--- src/rtl/gate_tt_pkg.sv ---
// Shared types and helpers for the gate truth-table sequencer.
// Optional build macro used by the sequencer: STOP_ON_FAIL_EN.

package gate_tt_pkg;

    // Sweep controller states
    typedef enum logic [1:0] {
        IDLE   = 2'd0,
        WAIT   = 2'd1,
        SAMPLE = 2'd2,
        DONE   = 2'd3
    } state_t;

    // Number of rows in the truth table of an n-input cell
    function automatic int tt_width(input int n);
        return 1 << n;
    endfunction

endpackage

--- src/rtl/gate_tt_settle_timer.sv ---
// Settle-window timer: loadable down-counter, expire asserted while the count is zero.
// Loading SETTLE-1 on entry to WAIT keeps the sequencer in WAIT for exactly SETTLE cycles.

module gate_tt_settle_timer
    import gate_tt_pkg::*;
#(
    parameter int WIDTH = 2
) (
    input  logic             CK,
    input  logic             RN,
    input  logic             load,
    input  logic [WIDTH-1:0] load_val,
    output logic             expire
);

    logic [WIDTH-1:0] cnt;

    // Count down to zero after a load, then park at zero
    always_ff @(posedge CK) begin
        if (!RN) begin
            cnt <= '0;
        end else if (load) begin
            cnt <= load_val;
        end else if (cnt != '0) begin
            cnt <= cnt - WIDTH'(1);
        end
    end

    assign expire = (cnt == '0);

endmodule

--- src/rtl/gate_tt_sequencer.sv ---
// Truth-table sequencer for an N_IN-input standard cell.
// Sweeps every input vector in ascending order, holds each for SETTLE cycles,
// samples ZN and compares against EXP_TT. done pulses one cycle after the DONE state.
// Build macro STOP_ON_FAIL_EN: end the sweep at the first mismatching vector.
//
//   state  | meaning
//   IDLE   | waiting for start, results held
//   WAIT   | vector applied, settle timer running
//   SAMPLE | ZN captured and compared, advance or finish
//   DONE   | sweep complete, pass/done registered on this edge

module gate_tt_sequencer
    import gate_tt_pkg::*;
#(
    parameter int                          N_IN   = 3,
    parameter int                          SETTLE = 2,
    parameter logic [tt_width(N_IN)-1:0]   EXP_TT = 8'b1111_1110
) (
    input  logic                          CK,
    input  logic                          RN,
    input  logic                          start,
    output logic [N_IN-1:0]               vec_o,
    input  logic                          zn_i,
    output logic                          busy,
    output logic                          done,
    output logic                          pass,
    output logic [N_IN:0]                 err_cnt,
    output logic [N_IN-1:0]               first_fail,
    output logic [tt_width(N_IN)-1:0]     result_tt
);

    localparam int                TW        = $clog2(SETTLE + 1);
    localparam logic [TW-1:0]     TMR_LOAD  = TW'(SETTLE - 1);
    localparam logic [N_IN-1:0]   VEC_ONE   = N_IN'(1);
    localparam logic [N_IN-1:0]   VEC_LAST  = '1;
    localparam logic [N_IN:0]     ERR_ONE   = {{N_IN{1'b0}}, 1'b1};

    state_t state;
    state_t state_nxt;

    logic tmr_load;
    logic tmr_expire;
    logic accept;
    logic do_sample;
    logic advance;
    logic mismatch;
    logic stop_now;

    gate_tt_settle_timer #(
        .WIDTH (TW)
    ) u_settle (
        .CK       (CK),
        .RN       (RN),
        .load     (tmr_load),
        .load_val (TMR_LOAD),
        .expire   (tmr_expire)
    );

    // X or Z on ZN must count as a failure, hence the case inequality
    assign mismatch = (zn_i !== EXP_TT[vec_o]);

`ifdef STOP_ON_FAIL_EN
    assign stop_now = mismatch;
`else
    assign stop_now = 1'b0;
`endif

    assign busy = (state == WAIT) || (state == SAMPLE);

    // State register
    always_ff @(posedge CK) begin
        if (!RN) begin
            state <= IDLE;
        end else begin
            state <= state_nxt;
        end
    end

    // Next-state decode and per-state control strobes
    always_comb begin
        state_nxt = state;
        tmr_load  = 1'b0;
        accept    = 1'b0;
        do_sample = 1'b0;
        advance   = 1'b0;
        case (state)
            IDLE: begin
                if (start) begin
                    state_nxt = WAIT;
                    tmr_load  = 1'b1;
                    accept    = 1'b1;
                end
            end
            WAIT: begin
                if (tmr_expire) begin
                    state_nxt = SAMPLE;
                end
            end
            SAMPLE: begin
                do_sample = 1'b1;
                if ((vec_o == VEC_LAST) || stop_now) begin
                    state_nxt = DONE;
                end else begin
                    state_nxt = WAIT;
                    tmr_load  = 1'b1;
                    advance   = 1'b1;
                end
            end
            DONE: begin
                state_nxt = IDLE;
            end
            default: begin
                state_nxt = IDLE;
            end
        endcase
    end

    // Vector drive, result capture, error bookkeeping and the done/pass registers
    always_ff @(posedge CK) begin
        if (!RN) begin
            vec_o      <= '0;
            done       <= 1'b0;
            pass       <= 1'b0;
            err_cnt    <= '0;
            first_fail <= '0;
            result_tt  <= '0;
        end else begin
            done <= (state == DONE);
            if (accept) begin
                vec_o      <= '0;
                pass       <= 1'b0;
                err_cnt    <= '0;
                first_fail <= '0;
                result_tt  <= '0;
            end
            if (do_sample) begin
                result_tt[vec_o] <= zn_i;
                if (mismatch) begin
                    err_cnt <= err_cnt + ERR_ONE;
                    if (err_cnt == '0) begin
                        first_fail <= vec_o;
                    end
                end
                if (advance) begin
                    vec_o <= vec_o + VEC_ONE;
                end
            end
            // err_cnt already includes the final sample by the time DONE is reached
            if (state == DONE) begin
                pass <= (err_cnt == '0);
            end
        end
    end

endmodule

--- config.mk ---
export PLATFORM = sky130hd
export DESIGN_NAME = gate_tt_sequencer
export DESIGN_NICKNAME = d
export VERILOG_FILES = /design/src/rtl/gate_tt_pkg.sv /design/src/rtl/gate_tt_settle_timer.sv /design/src/rtl/gate_tt_sequencer.sv
export SDC_FILE = /design/constraint.sdc
export NUM_CORES = 1
export LEC_CHECK = 0
export CORE_AREA = 3 3 48 61
export CTS_CLUSTER_DIAMETER = 60
export DETAILED_ROUTE_END_ITERATION = 8
export DIE_AREA = 0 0 51 64
export HOLD_SLACK_MARGIN = 0.08
export PLACE_DENSITY = 0.8
export SLEW_MARGIN = 20
export SYNTH_ARGS = -nofsm -noshare
export SYNTH_HDL_FRONTEND = slang
export SYNTH_SLANG_ARGS = --single-unit
export TNS_END_PERCENT = 5
--- constraint.sdc ---
create_clock -name CK -period 3.57 [get_ports CK]
set_input_delay 0.5355 -clock CK [delete_from_list [all_inputs] [get_ports CK]]
set_output_delay 0.5355 -clock CK [all_outputs]
set_load 0.005 [all_outputs]
==> results of run 1 <==
-- path summary, 6_finish.rpt --
kind / startpoint / to / slack, ns / cells after the start
worst max-delay path: vec_o[0] / vec_o[0] / 1.45 / 1
worst min-delay path: first_fail[0] / first_fail[0] / 0.48 / 2
worst max register to register: state[0] / err_cnt[3] / 1.75 / 5
worst min register to register: first_fail[0] / first_fail[0] / 0.48 / 2
-- synthesized netlist by cell type (2+ instances only) --
master | count | area [um2]
inv_1 | 8 | 30.0
and2_1 | 3 | 18.8
nand3b_1 | 3 | 22.5
ha_1 | 9 | 113
nand4_1 | 2 | 12.5
nand2b_1 | 4 | 25.0
nand2_1 | 13 | 48.8
nor2b_1 | 6 | 37.5
xor2_1 | 2 | 17.5
o21ai_0 | 2 | 10.0
nand3_1 | 16 | 80.1
nor2_1 | 5 | 18.8
o311ai_0 | 2 | 17.5
mux2i_1 | 3 | 30.0
a21oi_1 | 15 | 75.1
clkbuf_1 | 5 | 18.8
o211ai_1 | 7 | 52.6
dfxtp_1 | 25 | 500
or4_1 | 2 | 15.0
-- registers in the layout, summed over array words and instances, names as in the netlist, named ones only --
name          count
pass              1
u_settle.cnt      2
vec_o             3
done              1
result_tt         8
state             2
err_cnt           4
first_fail        3
-- area by class of cell --
type | count | share of cell area, %
tap | 33 | 2.66
inverter | 8 | 1.93
clock buffer | 4 | 1.69
timing repair buffer | 24 | 15.5
multi-input combinational | 108 | 46.0
sequential | 25 | 32.2
-- routing by layer --
metal  up-vias  share of wire [%]  track usage (%)
met5         -                  0                0
met4         0               0.67             8.42
met3         2                4.0             3.03
met2        28                 48             29.2
met1       533                 47             21.6
li1        571                  -                -
-- where the power goes --
part | switching [W] | internal (W)
Sequential | 0.0000311 | 0.000308
Combinational | 0.000147 | 0.000108
Clock | 0.0000804 | 0.0000436
-- kinds of logic (layout without fill, tap and decap cells) --
group,count (synthesis),after routing
and+or+nand+nor,58,58
AOI/OAI and AO/OA,35,35
DFF,25,25
buffers and inverters,17,36
adders and majority gates,9,9
xor gates and xnor gates,3,3
muxes,3,3
-- stage by stage --
stage / worst slack, ns / utilization (%) / area, um2
final: 1.45 / 64.0 / 1550
after global routing: 1.35 / 64.0 / 1550
after CTS: 1.44 / 64.0 / 1550
after detailed placement: 1.27 / 62.9 / 1530
after global placement: 1.35 / 62.9 / 1530
after floorplan: 2.13 / - / 1290
==> results.yml, run 1 <==
outcome:
  status: "complete, no violations"
sta:
  fin_tns_setup_ns: 0
  hold_slack_ns: 0.484
  skew_ns: 0.00673
  hold_viol_final: 0
  setup_violations: 0
  finalMaxSlewViolations: 0
  timing.final.crit_share_pct: 59.5
  slew_headroom_pct: 52.8
  max_slew.worst_pin.slew_ns: 0.706
  max_freq_ghz: 0.471
  grt_setup_unrepaired: "false"
  period_needed_ns: 2.12
logic_synthesis:
  syn_nets: 163
  synthesis.instances: 150
  syn_area_per_cell_um2: 8.61
  synthAdderAreaFrac_pct: 8.72
  synth-xor-area-share_pct: 2.62
  async_flop_share_pct: 0
  synth_edf_count: 0
  synth_top_family_by_area: "simple AND/OR/NAND/NOR gates"
  synth.area.mux_share_pct: 2.33
  synth-main-ff-cell: "dfxtp_1"
  syn_area_um2: 1290
  ys_seq_elements: 25
  synth.distinct_cells: 37
  yosysSeqAreaShare_pct: 38.8
  synth-simple-area-share_pct: 24.0
  yosysWarnings: 0
  synth_compound_area_share_pct: 17.6
floorplan:
  start_util_pct: 53.2
  core.rowCount: 20
  coreArea_um2: 2430
  ioPinCount: 25
  die_w_um: 51
  die-area_um2: 3260
  die_h_um: 64
grt:
  overflow: 0
  antenna_found_initial: 0
  grt_pass1_wl_um: 4600
  grt_pass1_vias: 1092
  grt_start_max_net_pins: 22
  grt_usage_pct: 17.6
setup_path:
  critPathMaxFanout: 17
  cpLargestDelayFamily: "flip-flops"
  cp.arrival_ns: 1.59
  cp.required_ns: 3.03
  setup.worst_path.end_class: "output port"
  path_buf_inv: 1
  critPathKind: "register to output port"
  critPathMaxStageDelay_ns: 0.67
  path_cells: "clkdlybuf4s50_1"
  critical_path.slowest_cell: "dfxtp_1"
  startpoint_type: "register"
layout:
  register_area_um2: 500
  area_growth_pct: 20.3
  final_cell_mix: "dfxtp_1, clkdlybuf4s50_1, nand3_1"
  fillers: 231
  drive_above_1_share_pct: 2.96
  nets: 183
  diodes: 0
  multiInputGateArea_um2: 714
  final_common_cell: "dfxtp_1"
  finish.cell_count_without_fillers: 202
clock_network:
  cts_buffers: 3
  clkLatencyLatePin_ns: 0.31
  cts_root_buf: "clkbuf_4"
  htree_levels: 1
  ctsHoldBuffers: 0
  post_cts_resized: 0
  cts_setup_buffers: 0
  clockBufferDepth: 2
  clk_pin_slew_ns: 0.13
  clkSinkCount: 25
  cts_tree: "built"
power_and_ir_drop:
  power_w: 0.000717
  peakVddDrop_mv: 0.328
  power_density_nw_per_um2: 462
  p_leak_nw: 0.574
placed_design:
  dp.cells: 198
  port_buffers: 24
  gp_congestion: 0.799
  dp_hpwl_um: 1910
route:
  drt-pass1-iter-count: 4
  vias_per_cell: 5.61
  initialDrtViolationCount: 33
  vias: 1134
  totalWireLength_um: 2670
  wl_per_cell_um: 13.2
  drc: 0
  final_antenna_net_count: 0
hold_path:
  hp-class: "register to register"
run:
  drv_cap: 0
(Power assumes the default switching activity.)
==> run 2: changes to the inputs <==
--- a/config.mk
+++ b/config.mk
@@ -5,12 +5,12 @@
 export SDC_FILE = /design/constraint.sdc
 export NUM_CORES = 1
 export LEC_CHECK = 0
-export CORE_AREA = 3 3 48 61
+export CORE_AREA = 3 3 50 63
 export CTS_CLUSTER_DIAMETER = 60
 export DETAILED_ROUTE_END_ITERATION = 8
-export DIE_AREA = 0 0 51 64
+export DIE_AREA = 0 0 53 66
 export HOLD_SLACK_MARGIN = 0.08
-export PLACE_DENSITY = 0.8
+export PLACE_DENSITY = 0.75
 export SLEW_MARGIN = 20
 export SYNTH_ARGS = -nofsm -noshare
 export SYNTH_HDL_FRONTEND = slang
==> constraint.sdc (replaced) <==
create_clock -name CK -period 2.1 [get_ports CK]
set_input_delay 0.315 -clock CK [delete_from_list [all_inputs] [get_ports CK]]
set_output_delay 0.315 -clock CK [all_outputs]
set_load 0.005 [all_outputs]
==> run 2 against run 1 <==
  * Power grew 74%
  * Final cell count grew 2.5%
  * Register-to-register slack lost 1.3 ns
  * Clock power grew 75%
  * Worst hold slack is essentially flat
  * Flip-flop and latch count is the same
  * Clock-buffer cell count shrank 1
  * Clock skew shrank 0.0011 ns
  * First-iteration DRC count grew 45%
==> results.yml, run 2 (synthesized netlist as in run 1, its figures left out) <==
outcome:
  status: "complete, no violations"
layout:
  largest_register: "result_tt"
  area_growth_pct: 22.8
  largest_reg_flops: 8
  final_cell_mix: "dfxtp_1, clkdlybuf4s50_1, nand3_1"
  drive_above_1_share_pct: 5.78
  nets: 187
  diodes: 0
  fillers: 255
  final_common_cell: "dfxtp_1"
  reg_top3: "result_tt x8, err_cnt x4"
setup_path:
  cp.required_ns: 1.78
  setup.worst_path.end_class: "output port"
  critPathKind: "register to output port"
  startpoint_type: "register"
  critPathMaxFanout: 5
  cp.arrival_ns: 1.59
grt:
  grt_pass1_vias: 1086
  antenna_found_initial: 0
  grt_start_max_net_pins: 19
  grt_pass1_wl_um: 4690
  overflow: 0
  grt_usage_pct: 17.5
floorplan:
  coreArea_um2: 2650
  die_w_um: 53
  ioPinCount: 25
  die-area_um2: 3500
  die_h_um: 66
  core.rowCount: 21
  start_util_pct: 48.7
route:
  final_antenna_net_count: 0
  drc: 0
  drt-pass1-iter-count: 5
  vias_per_cell: 5.69
  initialDrtViolationCount: 48
  vias: 1178
  wl_per_cell_um: 13.2
  totalWireLength_um: 2720
power_and_ir_drop:
  power_density_nw_per_um2: 785
  power.switching_w: 0.000451
  clkPwrFrac_pct: 17.4
  power_frac_comb_pct: 37.1
  p_seq_share_pct: 45.5
  peakVddDrop_mv: 0.415
  p_sw_share_pct: 36.2
  power_w: 0.00124
  p_leak_nw: 0.596
  internal_power_w: 0.000794
sta:
  hold_viol_final: 0
  max_freq_ghz: 0.526
  fin_tns_setup_ns: 0
  period_needed_ns: 1.90
  setup_violations: 0
  fin_ws_ns: 0.199
  finalMaxSlewViolations: 0
  hold_slack_ns: 0.483
  grt_setup_unrepaired: "false"
  timing.final.crit_share_pct: 90.5
  slew_headroom_pct: 68.2
  skew_ns: 0.00567
  max_slew.worst_pin.slew_ns: 0.477
clock_network:
  clkSinkCount: 25
  clockBufferDepth: 2
  htree_levels: 1
  post_cts_resized: 0
  cts_tree: "built"
  ctsHoldBuffers: 0
  cts_setup_buffers: 0
  cts_buffers: 3
  clk_pin_slew_ns: 0.13
  cts_root_buf: "clkbuf_4"
  clkLatencyLatePin_ns: 0.32
placed_design:
  dp_hpwl_um: 2030
  gp_congestion: 0.730
  pre_cts_ws_ns: 0.427
  port_buffers: 24
hold_path:
  hp-class: "register to register"
run:
  drv_cap: 0
## run 2: worst max-delay path: stages (launching register included)
cell             delay, ns
dfxtp_1               0.42
inv_1                 0.08
ha_1                  0.27
clkdlybuf4s50_1       0.49
## run 2: path summary, 6_finish.rpt
path                 startpoint             to  slack (ns)  depth (start not counted)
setup / recovery       state[1]           busy        0.20                          3
hold / removal    first_fail[0]  first_fail[0]        0.48                          2
setup reg to reg       state[0]     err_cnt[3]        0.41                          5
hold reg to reg   first_fail[0]  first_fail[0]        0.48                          2
## run 2: cell type report
| cell class | instances | area [um2] | share of cell area, % |
|---|---|---|---|
| repair buffers | 28 | 270 | 17.0 |
| inverters | 8 | 30.0 | 1.89 |
| multi-input cells | 108 | 714 | 45.1 |
| clock buffers | 3 | 22.5 | 1.42 |
| well taps | 34 | 42.5 | 2.68 |
| flip-flops and latches | 25 | 500 | 31.6 |
| clock inverters | 1 | 5.00 | 0.316 |
## run 2: metrics by stage
stage / util (%) / cells / area, um2
2_1_floorplan: - / 150 / 1290
3_3_place_gp: 58.7 / 203 / 1560
3_5_place_dp: 58.7 / 203 / 1560
4_1_cts: 59.7 / 207 / 1590
5_1_grt: 59.7 / 207 / 1590
6_report: 59.7 / 207 / 1590
## run 2: metal layers
metal | track usage (%) | share of wire (%) | vias up
li1 | - | - | 581
met1 | 20.9 | 44 | 568
met2 | 32.0 | 52 | 24
met3 | 2.03 | 3.4 | 5
met4 | 4.79 | 1.2 | 0
met5 | 0 | 0 | -
## run 2: power groups by stage
| stage | registers (W) | clock network (W) | logic (W) |
|---|---|---|---|
| floorplan | 0.000569 | 0 | 0.000325 |
| global route | 0.000574 | 0.000244 | 0.000523 |
| finish | 0.000566 | 0.000217 | 0.000462 |
| detailed placement | 0.000578 | 0 | 0.000459 |
| CTS | 0.000567 | 0.000222 | 0.000463 |
| global placement | 0.000573 | 0 | 0.000443 |
==> run 3: changes to the inputs <==
--- a/config.mk
+++ b/config.mk
@@ -5,14 +5,16 @@
 export SDC_FILE = /design/constraint.sdc
 export NUM_CORES = 1
 export LEC_CHECK = 0
+export CAP_MARGIN = 20
 export CORE_AREA = 3 3 50 63
 export CTS_CLUSTER_DIAMETER = 60
 export DETAILED_ROUTE_END_ITERATION = 8
 export DIE_AREA = 0 0 53 66
 export HOLD_SLACK_MARGIN = 0.08
-export PLACE_DENSITY = 0.75
+export PLACE_DENSITY = 0.76
 export SLEW_MARGIN = 20
 export SYNTH_ARGS = -nofsm -noshare
 export SYNTH_HDL_FRONTEND = slang
+export SYNTH_HIERARCHICAL = 1
 export SYNTH_SLANG_ARGS = --single-unit
 export TNS_END_PERCENT = 5
==> run 3 against run 2 <==
  * Sequential share of layout area is 0.68 points lower
  * Final area is 2.2% higher
  * Clock-buffer cell count stayed put
  * Critical path depth stayed put
  * First-iteration DRC count is 13% higher
  * Utilization is 1.3 points higher
  * Power is 0.43% lower
  * Sequential power is 2% lower
  * Clock skew is 0.0014 ns higher
  * Largest cell class unchanged
==> results.yml, run 3 <==
outcome:
  status: "complete, no violations"
setup_path:
  critical_path.slowest_cell: "clkdlybuf4s50_1"
  path_buf_inv: 2
  cpLargestDelayFamily: "buffers and inverters"
  setup.worst_path.end_class: "output port"
  cp.arrival_ns: 1.63
  cp.required_ns: 1.78
  critPathKind: "register to output port"
  startpoint_type: "register"
  critPathMaxStageDelay_ns: 0.49
  critPathMaxFanout: 5
  path_cells: "inv_1, ha_1, clkdlybuf4s50_1"
  regToRegSetupSlack_ns: 0.39
logic_synthesis:
  synth_edf_count: 0
  synth_commonest_cells: "dfxtp_1, nand3_1, nand2_1"
  synth_compound_area_share_pct: 17.5
  yosysSeqAreaShare_pct: 38.0
  synthesis.instances: 155
  synthAdderAreaFrac_pct: 8.54
  synth.area.mux_share_pct: 2.28
  async_flop_share_pct: 0
  synth-xor-area-share_pct: 1.99
  yosys.area.top_type: "dfxtp_1"
  syn_area_per_cell_um2: 8.51
  yosysMostFrequentCell: "dfxtp_1"
  synth-main-ff-cell: "dfxtp_1"
  syn_nets: 168
  yosysWarnings: 6
  synth-simple-area-share_pct: 25.8
  synth.area.top_cells: "dfxtp_1, ha_1, nand3_1, a21oi_1, nand2_1"
  synth_top_area_share_pct: 38.0
  synth_top_family_by_area: "simple AND/OR/NAND/NOR gates"
  synth.distinct_cells: 38
  ys_seq_elements: 25
  syn_area_um2: 1320
floorplan:
  core.rowCount: 21
  die_h_um: 66
  die_w_um: 53
  ioPinCount: 25
  coreArea_um2: 2650
  start_util_pct: 49.7
  die-area_um2: 3500
clock_network:
  cts_setup_buffers: 0
  clockBufferDepth: 2
  clk_pin_slew_ns: 0.14
  cts_root_buf: "clkbuf_4"
  post_cts_resized: 0
  htree_levels: 1
  cts_tree: "built"
  ctsHoldBuffers: 0
  clkLatencyLatePin_ns: 0.32
  clkSinkCount: 25
  cts_buffers: 3
sta:
  finalMaxSlewViolations: 0
  grt_setup_unrepaired: "false"
  timing.final.crit_share_pct: 92.7
  setup_violations: 0
  hold_viol_final: 0
  fin_ws_ns: 0.154
  period_needed_ns: 1.95
  max_freq_ghz: 0.514
  skew_ns: 0.00708
  fin_tns_setup_ns: 0
layout:
  reg_top3: "result_tt x8, err_cnt x4"
  final_cell_mix: "dfxtp_1, clkdlybuf4s50_1, nand3_1"
  finish.cell_count_without_fillers: 213
  area_growth_pct: 22.9
  final_area_um2: 1620
  largest_register: "result_tt"
  nets: 193
  final_common_cell: "dfxtp_1"
  fillers: 244
  diodes: 0
  largest_reg_flops: 8
  drive_above_1_share_pct: 6.15
placed_design:
  dp_hpwl_um: 2080
  port_buffers: 24
  pre_cts_ws_ns: 0.436
  place_area_um2: 1590
  gp_congestion: 0.786
  dp.cells: 209
route:
  drt-pass1-iter-count: 4
  drc: 0
  final_antenna_net_count: 0
  vias: 1162
  totalWireLength_um: 2830
  initialDrtViolationCount: 54
  vias_per_cell: 5.46
  wl_per_cell_um: 13.3
grt:
  busiest_layer: "met2"
  overflow: 0
  met1_usage_pct: 24.6
  grt_pass1_vias: 1118
  use_met2_pct: 28.4
  grtUsageMet3_pct: 3.16
  grt_usage_pct: 18.2
  antenna_found_initial: 0
  grt_pass1_wl_um: 4880
  grt_start_max_net_pins: 20
power_and_ir_drop:
  internal_power_w: 0.000797
  p_seq_share_pct: 44.8
  power_density_nw_per_um2: 765
  power.switching_w: 0.000442
  clkPwrFrac_pct: 17.8
  power_frac_comb_pct: 37.4
  peakVddDrop_mv: 0.631
  p_sw_share_pct: 35.7
  p_leak_nw: 0.610
run:
  drv_cap: 0
hold_path:
  hp-class: "register to register"
-- run 3: changes by cell type in the layout (fill, tap and decap cells not counted), moves of 2 or more --
cell / change
conb_1: +2
nor2_1: -2
nor2b_1: +3
nand3b_1: -2
nand2_1: +2
-- run 3: worst paths after layout --
path                 start               to  depth (start not counted)
max               state[1]             busy                          3
min reg2reg  first_fail[0]    first_fail[0]                          2
min          first_fail[0]    first_fail[0]                          2
max reg2reg       vec_o[2]  u_settle/cnt[1]                          5
-- run 3: worst min-delay path: cells and delay by family, from the launching register on --
kind / cells / cell delay [ns]
DFF: 1 / 0.33
muxes: 1 / 0.07
and+or+nand+nor: 1 / 0.07
-- run 3: kinds of logic (layout without fill, tap and decap cells) --
kind of cell,count (synthesis),after routing
other,2,2
buffers and inverters,16,40
DFF,25,25
and+or+nand+nor,62,62
AOI/OAI and AO/OA,35,35
adders and majority gates,9,9
muxes,3,3
xor gates and xnor gates,3,3
-- run 3: layout make-up --
class / count / area (um2) / share of cell area [%]
flip-flops and latches: 25 / 500 / 30.9
multi-input cells: 114 / 747 / 46.1
clock buffers: 3 / 22.5 / 1.39
repair buffers: 28 / 270 / 16.7
clock inverters: 1 / 7.51 / 0.463
inverters: 8 / 30.0 / 1.85
well taps: 34 / 42.5 / 2.63
-- run 3: stage by stage --
stage                     total power, W  hold slack [ns]  util, %
after floorplan                 0.000883            0.461        -
after global placement          0.000999            0.465     59.9
after detailed placement         0.00103            0.481     59.9
after CTS                        0.00125            0.499     61.1
after global routing             0.00133            0.532     61.1
final                            0.00124            0.501     61.1
-- run 3: metal layers --
layer  vias to the layer above  wire length, um
met5                         -                0
met4                         0               31
met3                         4               77
met2                        22             1360
met1                       546             1360
li1                        590                -
-- run 3: power groups by stage --
stage	sequential [W]	combinational (W)	clock, W
global route	0.000561	0.000515	0.000253
detailed placement	0.000566	0.000460	0
global placement	0.000561	0.000438	0
finish	0.000555	0.000464	0.000221
CTS	0.000555	0.000464	0.000233
floorplan	0.000562	0.000321	0
